**src/rtl/multiplier_pkg.sv**
```systemverilog
// Shared constants and sign-magnitude field helpers for the neuron multiplier.
// Default format is Q5.10: sign, 5 integer bits, 10 fraction bits.
package multiplier_pkg;

  localparam int unsigned DEF_WIDTH     = 16;
  localparam int unsigned DEF_INT_BITS  = 6;
  localparam int unsigned DEF_FRAC_BITS = 10;

  // Bit position of the sign in a sign-magnitude word of the given width.
  function automatic int unsigned sm_sign_idx(input int unsigned width);
    return width - 1;
  endfunction

  // Largest representable magnitude (all magnitude bits set).
  function automatic longint unsigned sm_mag_max(input int unsigned width);
    return (64'd1 << (width - 1)) - 64'd1;
  endfunction

endpackage

```
**src/rtl/multiplier_mag_core.sv**
```systemverilog
// Combinational unsigned magnitude multiply, fixed-point rescale and
// saturation for the sign-magnitude multiplier.
module mult_mag_core
  import multiplier_pkg::*;
#(
  parameter int unsigned WIDTH     = DEF_WIDTH,
  parameter int unsigned FRAC_BITS = DEF_FRAC_BITS
) (
  input  logic [WIDTH-2:0] ma,
  input  logic [WIDTH-2:0] mb,
  output logic [WIDTH-2:0] mag,
  output logic             ovf
);

  localparam int unsigned MW = WIDTH - 1;
  localparam int unsigned PW = 2 * MW;
  localparam logic [MW-1:0] MAG_MAX = MW'(sm_mag_max(WIDTH));

  logic [PW-1:0] p;
  logic [PW-1:0] q;

  // Right shift truncates toward zero; any surviving bit above the magnitude
  // field means the product does not fit and is clamped.
  always_comb begin
    p   = PW'(ma) * PW'(mb);
    q   = p >> FRAC_BITS;
    ovf = |q[PW-1:MW];
    mag = ovf ? MAG_MAX : q[MW-1:0];
  end

endmodule

```
**src/rtl/multiplier.sv**
```systemverilog
// Signed (sign-magnitude) fixed-point multiplier, weight x input, with a
// single registered stage, valid qualification and saturation on overflow.
module multiplier
  import multiplier_pkg::*;
#(
  parameter int unsigned WIDTH     = DEF_WIDTH,
  parameter int unsigned INT_BITS  = DEF_INT_BITS,
  parameter int unsigned FRAC_BITS = DEF_FRAC_BITS
) (
  input  logic             clk,
  input  logic             rst_n,
  input  logic             in_valid,
  input  logic [WIDTH-1:0] a,
  input  logic [WIDTH-1:0] b,
  output logic             out_valid,
  output logic [WIDTH-1:0] result,
  output logic             ovf
);

  localparam int unsigned SIGN = sm_sign_idx(WIDTH);

  generate
    if (WIDTH != INT_BITS + FRAC_BITS) begin : g_bad_format
      $error("multiplier: WIDTH must equal INT_BITS + FRAC_BITS");
    end
  endgenerate

  logic [WIDTH-2:0] mag;
  logic             ovf_c;
  logic             sign_c;
  logic [WIDTH-1:0] result_c;

  mult_mag_core #(
    .WIDTH     (WIDTH),
    .FRAC_BITS (FRAC_BITS)
  ) u_core (
    .ma  (a[WIDTH-2:0]),
    .mb  (b[WIDTH-2:0]),
    .mag (mag),
    .ovf (ovf_c)
  );

  // A zero magnitude always carries a positive sign, which also folds
  // negative-zero operands into plain zero.
  always_comb begin
    sign_c   = (a[SIGN] ^ b[SIGN]) & (|mag);
    result_c = {sign_c, mag};
  end

  always_ff @(posedge clk or negedge rst_n) begin
    if (!rst_n) begin
      out_valid <= 1'b0;
      result    <= '0;
      ovf       <= 1'b0;
    end else begin
      out_valid <= in_valid;
      if (in_valid) begin
        result <= result_c;
        ovf    <= ovf_c;
      end
    end
  end

endmodule

```
**config.mk**
```make
export PLATFORM = sky130hd
export DESIGN_NAME = multiplier
export DESIGN_NICKNAME = d
export VERILOG_FILES = /design/src/rtl/multiplier_pkg.sv /design/src/rtl/multiplier_mag_core.sv /design/src/rtl/multiplier.sv
export SDC_FILE = /design/constraint.sdc
export NUM_CORES = 1
export LEC_CHECK = 0
export ABC_AREA = 1
export BUFFER_PORTS_ARGS = -buffer_cell sky130_fd_sc_hd__buf_2
export CAP_MARGIN = 5
export CELL_PAD_IN_SITES_DETAIL_PLACEMENT = 0
export CELL_PAD_IN_SITES_GLOBAL_PLACEMENT = 1
export CORE_MARGIN = 2
export CORE_UTILIZATION = 47
export CTS_CLUSTER_DIAMETER = 50
export DETAILED_ROUTE_END_ITERATION = 8
export HOLD_SLACK_MARGIN = 0.05
export PLACE_DENSITY = 0.84
export SETUP_SLACK_MARGIN = 0.02
export SYNTH_ARGS = -nofsm -noshare
export SYNTH_HDL_FRONTEND = slang
export SYNTH_SLANG_ARGS = --single-unit
export TNS_END_PERCENT = 20
```
**constraint.sdc**
```tcl
create_clock -name clk -period 0.9 [get_ports clk]
set_input_delay 0.045 -clock clk [delete_from_list [all_inputs] [get_ports clk]]
set_output_delay 0.045 -clock clk [all_outputs]
set_load 0.03 [all_outputs]
```
==> impl_metrics.ini <==
[logic_synthesis]
synth_top_family_by_area = adder cells
synth_ff_type = dfrtp_1
synth_nets = 1542
synthAdderAreaFrac_pct = 50.5
synth_xor_xnor_area_share_pct = 0.891
yosysSeqAreaShare_pct = 5.09
synthesis.area_um2 = 8840
synth-seq-cells = 18
ys_warn_count = 0
synth.area.mux_share_pct = 0
synth_compound_area_share_pct = 3.23
async_flop_share_pct = 100
avgSynthCellArea_um2 = 7.07
synth_edf_count = 0
synthSimpleGateAreaFrac_pct = 22.2
synthCells = 1250
yosysUniqueCellTypes = 27

[worst_setup_path]
start_kind = input pin
criticalPathCategory = in -> reg
critPathArrivalTime_ns = 5.21
rrSetupSlack_ns = 0.16
crit_required_ns = 1.02
end_kind = flip-flop
crit_fanout = 10

[layout]
final_common_cell = inv_1
utilization_pct = 59.1
fin_cells = 1653
final_cell_mix = inv_1, nand2_1, fa_1, buf_4, ha_1
antennaDiodeCount = 0
drive_gt1_share_pct = 21.1
final_nets = 1713
area_growth_pct = 24.2

[route]
drt-total-wl_um = 22000
drc_errors = 0
wl_per_cell_um = 13.3
num_vias = 7830
drt-initial-drc-count = 304
firstDrtPassIters = 5
vias_per_cell = 4.74
ant_nets = 0

[floorplan]
die_x_um = 141
design.die.area_um2 = 19900
die-height_um = 141
rows = 50
initial_core_util_pct = 47.6
boundaryPins = 53
coreArea_um2 = 18600

[placed_design]
place_ws_ns = -4.61
gp_congestion = 0.858
dp_cells = 1639
dpl.hpwl_um = 19700
io_buffers = 52

[sta]
setup_ws_ns = -4.19
setup_viol = 17
skew_ns = 0
fin_crit_sh_pct = 565
rsz0062_at_grt = yes
slew_headroom_pct = 74.0
finalCriticalPeriod_ns = 5.09
hold_viol = 0
fmax_mhz = 197
tightest_slew_ns = 0.389
drv_slew = 0

[run_status]
status = complete, but fails checks
violations = negative setup slack

[global_route]
grt_max_degree = 19
grt_usage_pct = 23.9
overflow = 0
grt_pass1_vias = 8425
grt_pass1_wl_um = 39000
antenna_found_initial = 0

[clock_network]
htreeDepth = 1
cts_tree = yes
cts.path.max_buffers = 2
cts_buffers = 3
clk_latency_ns = 0.25
clk_pin_slew_ns = 0.05
root_buffer = clkbuf_16
cts_sinks = 18

[worst_hold_path]
worstHoldPathType = in -> reg

[run]
maxCapViolCount = 0
-- metal layers --
metal | vias to the layer above | share of wire [%] | global-route usage [%]
met5 | - | 0 | 0
met2 | 160 | 50 | 43.0
met4 | 0 | 2.6 | 6.11
li1 | 3881 | - | -
met3 | 37 | 3.0 | 1.15
met1 | 3752 | 45 | 31.8
-- repair_timing --
action | CTS | global route
hold buffers | 2 | 0
hold endpoints to repair | 19 | 0
gates cloned | 1 | 0
pin swaps | 30 | 21
gates resized for setup | 54 | 69
endpoints found under the setup margin | 17 | 18
setup buffers | 7 | 1
-- through the flow --
step / hold slack, ns / TNS [ns] / area [µm²]
after global routing: 0.120 / -75.32 / 11000
after detailed placement: -0.0120 / -77.81 / 10500
after floorplan: -0.251 / -69.14 / 9060
final: 0.0932 / -70.36 / 11000
after global placement: -0.00693 / -77.28 / 10500
after CTS: 0.102 / -71.77 / 10800
-- registers in the layout (all words and copies together), names as in the netlist --
| signal | flops |
|---|---|
| out_valid | 1 |
| result | 16 |
| ovf | 1 |
-- cells by family (layout without fill, tap and decap cells) --
| kind of cell | after synthesis | after routing |
|---|---|---|
| flip-flops | 18 | 18 |
| AO/OA/AOI/OAI | 52 | 52 |
| AND/OR/NAND/NOR | 487 | 488 |
| buffers and inverters | 427 | 595 |
| XOR/XNOR | 9 | 9 |
| adder cells (fa/ha/maj) | 257 | 257 |
-- final timing paths --
path | cells past startpoint | start | end
setup / recovery | 25 | a[6] | result[1]
hold / removal | 3 | in_valid | result[0]
setup reg to reg | 2 | result[9] | result[9]
hold reg to reg | 2 | result[2] | result[2]
max in group asynchronous | 2 | rst_n | result[10]
min in group asynchronous | 2 | rst_n | result[7]
-- synthesized netlist by cell type, drive strengths merged (3+ instances only) --
master / instances / area (µm²)
inv: 395 / 1480
nand2: 370 / 1410
fa: 166 / 3320
ha: 91 / 1140
nor2: 67 / 283
nand3: 33 / 170
clkbuf: 32 / 120
a21oi: 27 / 135
dfrtp: 18 / 450
o21ai: 11 / 55.1
a31oi: 7 / 43.8
nor3: 7 / 35.0
xnor2: 6 / 52.6
nand4: 5 / 31.3
a21o: 4 / 30.0
nand3b: 3 / 22.5
xor2: 3 / 26.3
-- area by class of cell --
cell class,instances,area (µm²)
Sequential cell,18,450
Fill cell,1786,7600
Clock buffer,3,75.1
Inverter,395,1480
Multi-Input combinational cell,806,7200
Tap cell,234,293
Timing Repair Buffer,197,1480
-- worst max-delay path: stages --
cell and delay [ns]:
buf_4 0.17, nand2_1 0.10, fa_1 0.53, inv_1 0.05, fa_1 0.56, fa_1 0.46
fa_1 0.50, fa_1 0.49, inv_1 0.07, fa_1 0.49, inv_1 0.06, ha_4 0.31
nand2_2 0.10, nor2_2 0.13, inv_1 0.10, nor3_2 0.15, nand3_1 0.12, nand3_1 0.09
nand2_1 0.06, inv_2 0.05, nand2_2 0.06, nor2_4 0.12, nand2_4 0.12, nor2_8 0.15
a31oi_1 0.11
Power is not shown: default switching activity piles up to over one toggle a cycle in this logic, so the estimate is an artifact.
